<file path="src/rtl/uart_pkg.sv">
// -----------------------------------------------------------------------------
// uart_pkg
// Shared UART definitions: FSM state encoding, baud divisor helper, frame
// length and the even-parity helper.
// Optional feature macro: UART_TX_PARITY_EN (adds the PARITY state, 8E1 frame).
// No ports (package).
// -----------------------------------------------------------------------------
package uart_pkg;

    localparam int UART_DATA_W = 32'd8;

    localparam logic [2:0] UART_ST_IDLE  = 3'd0;
    localparam logic [2:0] UART_ST_START = 3'd1;
    localparam logic [2:0] UART_ST_DATA  = 3'd2;
    localparam logic [2:0] UART_ST_STOP  = 3'd3;

`ifdef UART_TX_PARITY_EN
    localparam logic [2:0] UART_ST_PARITY = 3'd4;
    localparam int         UART_FRAME_BITS = 32'd11;

    typedef enum logic [2:0] {
        ST_IDLE   = UART_ST_IDLE,
        ST_START  = UART_ST_START,
        ST_DATA   = UART_ST_DATA,
        ST_STOP   = UART_ST_STOP,
        ST_PARITY = UART_ST_PARITY
    } uart_state_e;
`else
    localparam int         UART_FRAME_BITS = 32'd10;

    typedef enum logic [2:0] {
        ST_IDLE  = UART_ST_IDLE,
        ST_START = UART_ST_START,
        ST_DATA  = UART_ST_DATA,
        ST_STOP  = UART_ST_STOP
    } uart_state_e;
`endif

    // Clock cycles per bit period, truncating.
    function automatic int uart_clks_per_bit(input int clk_freq, input int baud);
        return clk_freq / baud;
    endfunction

    // Even parity: XOR of all data bits.
    function automatic logic uart_even_parity(input logic [7:0] data);
        return ^data;
    endfunction

endpackage

</file>
<file path="src/rtl/uart_tx_fifo_if.sv">
// -----------------------------------------------------------------------------
// uart_tx_fifo_if
// Byte stream handshake into the UART transmitter.
//   in_data  : byte to transmit          (master -> slave)
//   in_valid : in_data valid this cycle  (master -> slave)
//   in_ready : slave can accept a byte   (slave  -> master)
// -----------------------------------------------------------------------------
interface uart_tx_fifo_if;
    import uart_pkg::*;

    logic [UART_DATA_W-1:0] in_data;
    logic                   in_valid;
    logic                   in_ready;

    modport master (output in_data, output in_valid, input in_ready);
    modport slave  (input in_data, input in_valid, output in_ready);

endinterface

</file>
<file path="src/rtl/uart_sync_fifo.sv">
// -----------------------------------------------------------------------------
// uart_sync_fifo
// Single-clock FIFO with a first-word-fall-through read side.
//   clk, rst  : clock, asynchronous active-high reset
//   push_i    : write wdata_i (ignored while full)
//   wdata_i   : write data
//   pop_i     : consume rdata_o (ignored while rvalid_o is low)
//   rdata_o   : head entry
//   rvalid_o  : head entry is presented to the reader
//   full_o    : registered full flag
//   count_o   : number of stored entries
// DEPTH must be a power of two, minimum 2; pointers wrap naturally.
// -----------------------------------------------------------------------------
module uart_sync_fifo #(
    parameter int WIDTH = 32'd8,
    parameter int DEPTH = 32'd16
) (
    input  logic                       clk,
    input  logic                       rst,
    input  logic                       push_i,
    input  logic [WIDTH-1:0]           wdata_i,
    input  logic                       pop_i,
    output logic [WIDTH-1:0]           rdata_o,
    output logic                       rvalid_o,
    output logic                       full_o,
    output logic [$clog2(DEPTH):0]     count_o
);

    localparam int AW = $clog2(DEPTH);
    localparam int CW = AW + 32'd1;

    logic [WIDTH-1:0] mem_q [DEPTH];
    logic [AW-1:0]    wr_ptr_q;
    logic [AW-1:0]    rd_ptr_q;
    logic [CW-1:0]    count_q;
    logic [CW-1:0]    count_d;
    logic             full_q;
    logic             avail_q;
    logic             push_ok_s;
    logic             pop_ok_s;

    // The read side presents a word one cycle after it lands, so a write into
    // an empty FIFO reaches the consumer on the following cycle. The count
    // check keeps a stale avail_q from underflowing right after a pop.
    assign rvalid_o  = avail_q && (count_q != {CW{1'b0}});
    assign push_ok_s = push_i && !full_q;
    assign pop_ok_s  = pop_i && rvalid_o;
    assign rdata_o   = mem_q[rd_ptr_q];
    assign full_o    = full_q;
    assign count_o   = count_q;

    // Next occupancy from the accepted push/pop pair.
    always_comb begin
        count_d = count_q;
        case ({push_ok_s, pop_ok_s})
            2'b10:   count_d = count_q + CW'(32'd1);
            2'b01:   count_d = count_q - CW'(32'd1);
            default: count_d = count_q;
        endcase
    end

    // Pointers, occupancy and flags.
    always_ff @(posedge clk or posedge rst) begin
        if (rst) begin
            wr_ptr_q <= {AW{1'b0}};
            rd_ptr_q <= {AW{1'b0}};
            count_q  <= {CW{1'b0}};
            full_q   <= 1'b0;
            avail_q  <= 1'b0;
        end else begin
            if (push_ok_s) begin
                wr_ptr_q <= wr_ptr_q + AW'(32'd1);
            end
            if (pop_ok_s) begin
                rd_ptr_q <= rd_ptr_q + AW'(32'd1);
            end
            count_q <= count_d;
            full_q  <= (count_d == CW'(DEPTH));
            avail_q <= (count_q != {CW{1'b0}});
        end
    end

    // Storage array; contents need no reset.
    always_ff @(posedge clk) begin
        if (push_ok_s) begin
            mem_q[wr_ptr_q] <= wdata_i;
        end
    end

endmodule

</file>
<file path="src/rtl/uart_tx_fifo.sv">
// -----------------------------------------------------------------------------
// uart_tx_fifo
// Buffered UART transmitter: bytes from a valid/ready stream are queued in a
// FIFO and serialised LSB first as 8N1 (8E1 with UART_TX_PARITY_EN defined).
//   clk, rst   : system clock, asynchronous active-high reset
//   in_if      : byte stream (in_data, in_valid, in_ready), slave side
//   uart_tx    : serial line, idles high, driven from a flop
//   busy       : frame on the line or bytes queued
//   fifo_count : bytes queued, excluding the one being shifted
// Optional feature macro: UART_TX_PARITY_EN.
// -----------------------------------------------------------------------------
module uart_tx_fifo
    import uart_pkg::*;
#(
    parameter int CLK_FREQ   = 32'd100000000,
    parameter int BAUD       = 32'd115200,
    parameter int FIFO_DEPTH = 32'd16
) (
    input  logic                        clk,
    input  logic                        rst,
    uart_tx_fifo_if.slave               in_if,
    output logic                        uart_tx,
    output logic                        busy,
    output logic [$clog2(FIFO_DEPTH):0] fifo_count
);

    localparam int CLKS_PER_BIT = uart_clks_per_bit(CLK_FREQ, BAUD);
    localparam int CNT_W        = $clog2(CLKS_PER_BIT);
    localparam int CW           = $clog2(FIFO_DEPTH) + 32'd1;
    localparam logic [CNT_W-1:0] CNT_MAX  = CNT_W'(CLKS_PER_BIT - 32'd1);
    localparam logic [CNT_W-1:0] CNT_ZERO = {CNT_W{1'b0}};
    localparam logic [CNT_W-1:0] CNT_ONE  = CNT_W'(32'd1);

    uart_state_e      state_q, state_d;
    logic [CNT_W-1:0] cnt_q, cnt_d;
    logic [2:0]       bit_idx_q, bit_idx_d;
    logic [7:0]       shift_q, shift_d;
    logic             tx_q, tx_d;
`ifdef UART_TX_PARITY_EN
    logic             par_q, par_d;
`endif

    logic             pop_s;
    logic             bit_done_s;
    logic [7:0]       fifo_rdata_s;
    logic             fifo_rvalid_s;
    logic             fifo_full_s;
    logic [CW-1:0]    fifo_count_s;

    uart_sync_fifo #(
        .WIDTH (UART_DATA_W),
        .DEPTH (FIFO_DEPTH)
    ) u_fifo (
        .clk      (clk),
        .rst      (rst),
        .push_i   (in_if.in_valid),
        .wdata_i  (in_if.in_data),
        .pop_i    (pop_s),
        .rdata_o  (fifo_rdata_s),
        .rvalid_o (fifo_rvalid_s),
        .full_o   (fifo_full_s),
        .count_o  (fifo_count_s)
    );

    assign in_if.in_ready = !fifo_full_s;
    assign fifo_count     = fifo_count_s;
    assign uart_tx        = tx_q;
    assign busy           = (state_q != ST_IDLE) || (fifo_count_s != {CW{1'b0}});
    assign bit_done_s     = (cnt_q == CNT_MAX);

    // Serialiser next state. tx_d follows the state being entered so the line
    // flop changes on the same edge as the state register.
    always_comb begin
        state_d   = state_q;
        cnt_d     = cnt_q;
        bit_idx_d = bit_idx_q;
        shift_d   = shift_q;
        tx_d      = tx_q;
        pop_s     = 1'b0;
`ifdef UART_TX_PARITY_EN
        par_d     = par_q;
`endif
        case (state_q)
            ST_IDLE: begin
                tx_d = 1'b1;
                if (fifo_rvalid_s) begin
                    pop_s   = 1'b1;
                    shift_d = fifo_rdata_s;
                    state_d = ST_START;
                    cnt_d   = CNT_ZERO;
                    tx_d    = 1'b0;
`ifdef UART_TX_PARITY_EN
                    par_d   = uart_even_parity(fifo_rdata_s);
`endif
                end else begin
                    state_d = ST_IDLE;
                end
            end
            ST_START: begin
                if (bit_done_s) begin
                    state_d   = ST_DATA;
                    cnt_d     = CNT_ZERO;
                    bit_idx_d = 3'd0;
                    tx_d      = shift_q[0];
                end else begin
                    cnt_d = cnt_q + CNT_ONE;
                end
            end
            ST_DATA: begin
                if (bit_done_s) begin
                    cnt_d = CNT_ZERO;
                    if (bit_idx_q == 3'd7) begin
`ifdef UART_TX_PARITY_EN
                        state_d = ST_PARITY;
                        tx_d    = par_q;
`else
                        state_d = ST_STOP;
                        tx_d    = 1'b1;
`endif
                    end else begin
                        bit_idx_d = bit_idx_q + 3'd1;
                        shift_d   = {1'b0, shift_q[7:1]};
                        tx_d      = shift_q[1];
                    end
                end else begin
                    cnt_d = cnt_q + CNT_ONE;
                end
            end
`ifdef UART_TX_PARITY_EN
            ST_PARITY: begin
                if (bit_done_s) begin
                    state_d = ST_STOP;
                    cnt_d   = CNT_ZERO;
                    tx_d    = 1'b1;
                end else begin
                    cnt_d = cnt_q + CNT_ONE;
                end
            end
`endif
            ST_STOP: begin
                if (bit_done_s) begin
                    cnt_d = CNT_ZERO;
                    // Chain straight into the next frame when a byte waits.
                    if (fifo_rvalid_s) begin
                        pop_s   = 1'b1;
                        shift_d = fifo_rdata_s;
                        state_d = ST_START;
                        tx_d    = 1'b0;
`ifdef UART_TX_PARITY_EN
                        par_d   = uart_even_parity(fifo_rdata_s);
`endif
                    end else begin
                        state_d = ST_IDLE;
                        tx_d    = 1'b1;
                    end
                end else begin
                    cnt_d = cnt_q + CNT_ONE;
                end
            end
            default: begin
                state_d = ST_IDLE;
                cnt_d   = CNT_ZERO;
                tx_d    = 1'b1;
            end
        endcase
    end

    // Serialiser state register and line flop.
    always_ff @(posedge clk or posedge rst) begin
        if (rst) begin
            state_q   <= ST_IDLE;
            cnt_q     <= CNT_ZERO;
            bit_idx_q <= 3'd0;
            shift_q   <= 8'h00;
            tx_q      <= 1'b1;
`ifdef UART_TX_PARITY_EN
            par_q     <= 1'b0;
`endif
        end else begin
            state_q   <= state_d;
            cnt_q     <= cnt_d;
            bit_idx_q <= bit_idx_d;
            shift_q   <= shift_d;
            tx_q      <= tx_d;
`ifdef UART_TX_PARITY_EN
            par_q     <= par_d;
`endif
        end
    end

endmodule

</file>
<file path="src/flat_wrapper.sv">
// flat-port wrapper written by rule: the top's interface ports become plain ports
module uart_tx_fifo_flat import uart_pkg::*;
#(
    parameter int CLK_FREQ   = 32'd100000000,
    parameter int BAUD       = 32'd115200,
    parameter int FIFO_DEPTH = 32'd16
)
  (clk, rst, uart_tx, busy, fifo_count, in_if_in_data, in_if_in_valid, in_if_in_ready);
  uart_tx_fifo_if in_if_i ();
  input  logic clk;
  input  logic rst;
  output logic uart_tx;
  output logic busy;
  output logic [$clog2(FIFO_DEPTH):0] fifo_count;
  input wire logic [$bits(in_if_i.in_data)-1:0] in_if_in_data;
  input wire logic [$bits(in_if_i.in_valid)-1:0] in_if_in_valid;
  output wire logic [$bits(in_if_i.in_ready)-1:0] in_if_in_ready;
  assign in_if_i.in_data = in_if_in_data;
  assign in_if_i.in_valid = in_if_in_valid;
  assign in_if_in_ready = in_if_i.in_ready;
  uart_tx_fifo #(.CLK_FREQ(CLK_FREQ), .BAUD(BAUD), .FIFO_DEPTH(FIFO_DEPTH)) u_core (.clk(clk), .rst(rst), .in_if(in_if_i), .uart_tx(uart_tx), .busy(busy), .fifo_count(fifo_count));
endmodule
</file>
<file path="config.mk">
export PLATFORM = sky130hd
export DESIGN_NAME = uart_tx_fifo_flat
export DESIGN_NICKNAME = d
export VERILOG_FILES = /design/src/rtl/uart_pkg.sv /design/src/rtl/uart_tx_fifo_if.sv /design/src/rtl/uart_sync_fifo.sv /design/src/rtl/uart_tx_fifo.sv /design/src/flat_wrapper.sv
export SDC_FILE = /design/constraint.sdc
export NUM_CORES = 1
export LEC_CHECK = 0
export CORE_MARGIN = 2
export CORE_UTILIZATION = 25
export CTS_BUF_LIST = sky130_fd_sc_hd__clkbuf_4 sky130_fd_sc_hd__clkbuf_8
export CTS_CLUSTER_DIAMETER = 200
export DETAILED_ROUTE_END_ITERATION = 8
export MAX_ROUTING_LAYER = met4
export PLACE_DENSITY_LB_ADDON = 0.15
export SYNTH_ARGS = -nofsm -noshare
export SYNTH_HDL_FRONTEND = slang
export SYNTH_SLANG_ARGS = --single-unit
</file>
<file path="constraint.sdc">
create_clock -name clk -period 4.55 [get_ports clk]
set_clock_uncertainty 0.1 [all_clocks]
set_input_delay 0.91 -clock clk [delete_from_list [all_inputs] [get_ports clk]]
set_output_delay 0.91 -clock clk [all_outputs]
set_load 0.05 [all_outputs]
</file>
==> impl_metrics.env <==
export IMPL_cts_resized=0
export IMPL_cts_buffer_depth=2
export IMPL_hold_violations=0
export IMPL_initialDrtViolationCount=277
export IMPL_max_freq_mhz=270
export IMPL_synthFlopType="edfxtp_1"
export IMPL_fin_nets=493
export IMPL_viasPerCell=4.39
export IMPL_htree_levels=4
export IMPL_drt_first_pass_iters=4
export IMPL_peakVddDrop_mv=0.191
export IMPL_instances_no_fill=854
export IMPL_rsz0062_at_grt="no"
export IMPL_synthTopCellsByArea="edfxtp_1, dfrtp_1, mux4_2"
export IMPL_start_kind="register"
export IMPL_min_path_type="register to register"
export IMPL_start_util_pct=25.4
export IMPL_syn_cell_area_mm2=0.00705
export IMPL_cts_post_setup_buffers_inserted=0
export IMPL_synth_top_area_share_pct=54.5
export IMPL_drv_cap=0
export IMPL_die_width_um=172
export IMPL_grt_overflow_total=0
export IMPL_dieArea_mm2=0.0296
export IMPL_worst_slew_pin_slew_ps=1010
export IMPL_cts_reportedPaths_clkPinSlew_ps=100
export IMPL_required_ps=3540
export IMPL_synthArstFlopShare_pct=23.4
export IMPL_area_growth_pct=15.1
export IMPL_cts_sinks=167
export IMPL_root_buffer="clkbuf_8"
export IMPL_ios=19
export IMPL_syn_nets=462
export IMPL_drcViolationCount=0
export IMPL_fin_crit_ps=3710
export IMPL_fp_dieH_um=172
export IMPL_grt_pass1_vias=3932
export IMPL_grt_use_total_pct=11.5
export IMPL_layout_drive_gt1_share_pct=19.1
export IMPL_wl_mm=15.4
export IMPL_leakagePower_nw=2.73
export IMPL_yosysWarnings=0
export IMPL_final_max_slew_viol_count=0
export IMPL_synth_edff_count=128
export IMPL_synth_commonest_cells="edfxtp_1, dfrtp_1, mux4_2"
export IMPL_gp_congestion=0.775
export IMPL_antenna_found_initial=0
export IMPL_crit_slowest_cell="clkdlybuf4s50_1"
export IMPL_path_class="register to output pin"
export IMPL_crit_path_cell_trace="or3_1, or3_1, or2_2, clkdlybuf4s50_1"
export IMPL_grt_max_degree=32
export IMPL_status="finished, final reports clean"
export IMPL_antenna_cells=0
export IMPL_wire_per_inst_um=18.0
export IMPL_numCtsBuffers=17
export IMPL_avgSynthCellArea_um2=16.3
export IMPL_finalSetupViolations=0
export IMPL_place_inst=822
export IMPL_slowest_delay_ps=710
export IMPL_syn_inst=432
export IMPL_worst_path_max_fanout=5
export IMPL_ys_seq_area_share_pct=68.4
export IMPL_cpMostUsedCell="or3_1"
export IMPL_ys_ff_latch=167
export IMPL_cts_tree="built"
export IMPL_clk_latency_ps=460
export IMPL_core_area_mm2=0.0278
export IMPL_grt_pass1_wl_mm=23.8
export IMPL_ys_types=47
export IMPL_synth_most_common_cell="edfxtp_1"
export IMPL_power_density_mw_per_mm2=614
export IMPL_ant_nets=0
export IMPL_hpwlAfterDp_mm=10.0
export IMPL_routed_via_count=3752
export IMPL_crit_arrival_ps=2700
export IMPL_finalSetupTns_ps=0
export IMPL_relSlewSlack_pct=32.4
export IMPL_cts_hold_repair_buffers=0
export IMPL_io_buffers=18
export IMPL_period_share_pct=81.5
export IMPL_end_kind="output pin"
export IMPL_synth_top_area_cell="edfxtp_1"
export IMPL_num_rows=61
==> cells in the final DEF (no fill, tap or decap), types with 2 or more instances in the layout <==
cell and n:
a2111oi_0 2, a211oi_1 2, a21o_1 2, a21oi_1 27, a21oi_2 2, a22o_1 3, a22oi_1 14, buf_4 12
clkbuf_8 17, clkdlybuf4s50_1 18, clkinv_4 2, clkinv_8 2, dfrtp_1 37, edfxtp_1 128, ha_1 18, inv_1 13
inv_6 4, inv_8 5, mux2_2 4, mux2i_1 2, mux4_2 33, nand2_1 21, nand2b_1 5, nand3_1 4
nand4_1 4, nor2_1 31, nor2b_1 4, nor3_1 6, o21ai_0 13, or2_2 2, or3_1 5, or3_4 2
xnor2_1 13, xor2_1 2
==> routing by layer <==
| metal | vias to the layer above | part of all wire [%] | track usage (%) |
|---|---|---|---|
| li1 | 1730 | - | - |
| met1 | 1946 | 47 | 14.5 |
| met2 | 67 | 49 | 18.5 |
| met3 | 9 | 3.5 | 2.52 |
| met4 | 0 | 0.94 | 3.54 |
| met5 | - | 0 | - |
==> cell families (layout without fill, tap and decap cells) <==
| family | after synthesis | count (layout) | share of synthesized area, % |
|---|---|---|---|
| AOI/OAI and AO/OA | 69 | 69 | 6.37 |
| xor gates and xnor gates | 15 | 15 | 1.86 |
| adders and majority gates | 19 | 19 | 3.48 |
| buffers and inverters | 31 | 75 | 1.95 |
| DFF | 167 | 167 | 68.4 |
| muxes | 39 | 39 | 11.5 |
| and+or+nand+nor | 92 | 92 | 6.53 |
==> power by group <==
part           switching, W  leakage, nW  total [W]  internal [W]
sequential         0.000206         1.64    0.00211       0.00190
combinational       0.00101        0.887    0.00178      0.000773
clock              0.000631        0.208    0.00110      0.000467
==> sequential cells by signal, summed over array words and instances (netlist names) <==
name and flops:
u_core.u_fifo.mem_q 128, u_core.bit_idx_q 3, u_core.state_q 2, u_core.u_fifo.avail_q 1, u_core.u_fifo.wr_ptr_q 4, u_core.u_fifo.count_o 5, u_core.cnt_q 10, u_core.shift_q 8
u_core.uart_tx 1, u_core.u_fifo.rd_ptr_q 4, u_core.u_fifo.full_o 1
==> area by class of cell <==
cell class              count  area (um^2)
fillers                  2790        19700
flip-flops and latches    167         4820
multi-input cells         234         2090
well taps                 378          473
repair buffers             30          270
clock buffers              17          234
clock inverters            15          175
inverters                  13         48.8
==> final timing paths <==
check / depth (start not counted) / startpoint / endpoint / slack [ps]
worst max-delay path: 4 / u_core.u_fifo.count_o[1] / busy / 840
worst min-delay path: 2 / u_core.shift_q[0] / u_core.shift_q[0] / 440
worst max register to register: 11 / u_core.cnt_q[1] / u_core.u_fifo.full_o / 1100
worst min register to register: 2 / u_core.shift_q[0] / u_core.shift_q[0] / 440
max in group asynchronous: 3 / rst / u_core.u_fifo.rd_ptr_q[0] / 2680
min in group asynchronous: 2 / rst / u_core.cnt_q[2] / 890
==> critical path: cells and delay by family (launching register included) <==
family	cells	cell delay (ps)
buffers and inverters	1	710
DFF	1	450
and+or+nand+nor	3	1090
==> through the flow <==
step	utilization, %	setup WS (ps)	cell area [um^2]	power [W]	hold WS [ps]
after floorplan	-	903	7050	0.00344	382
after global placement	27.7	941	7710	0.00394	406
after detailed placement	27.7	891	7710	0.00396	417
after CTS	29.2	782	8120	0.00507	439
after global routing	29.2	718	8120	0.00532	469
final	29.2	840	8120	0.00499	435
Note: power is estimated with default switching activity, not from simulation.
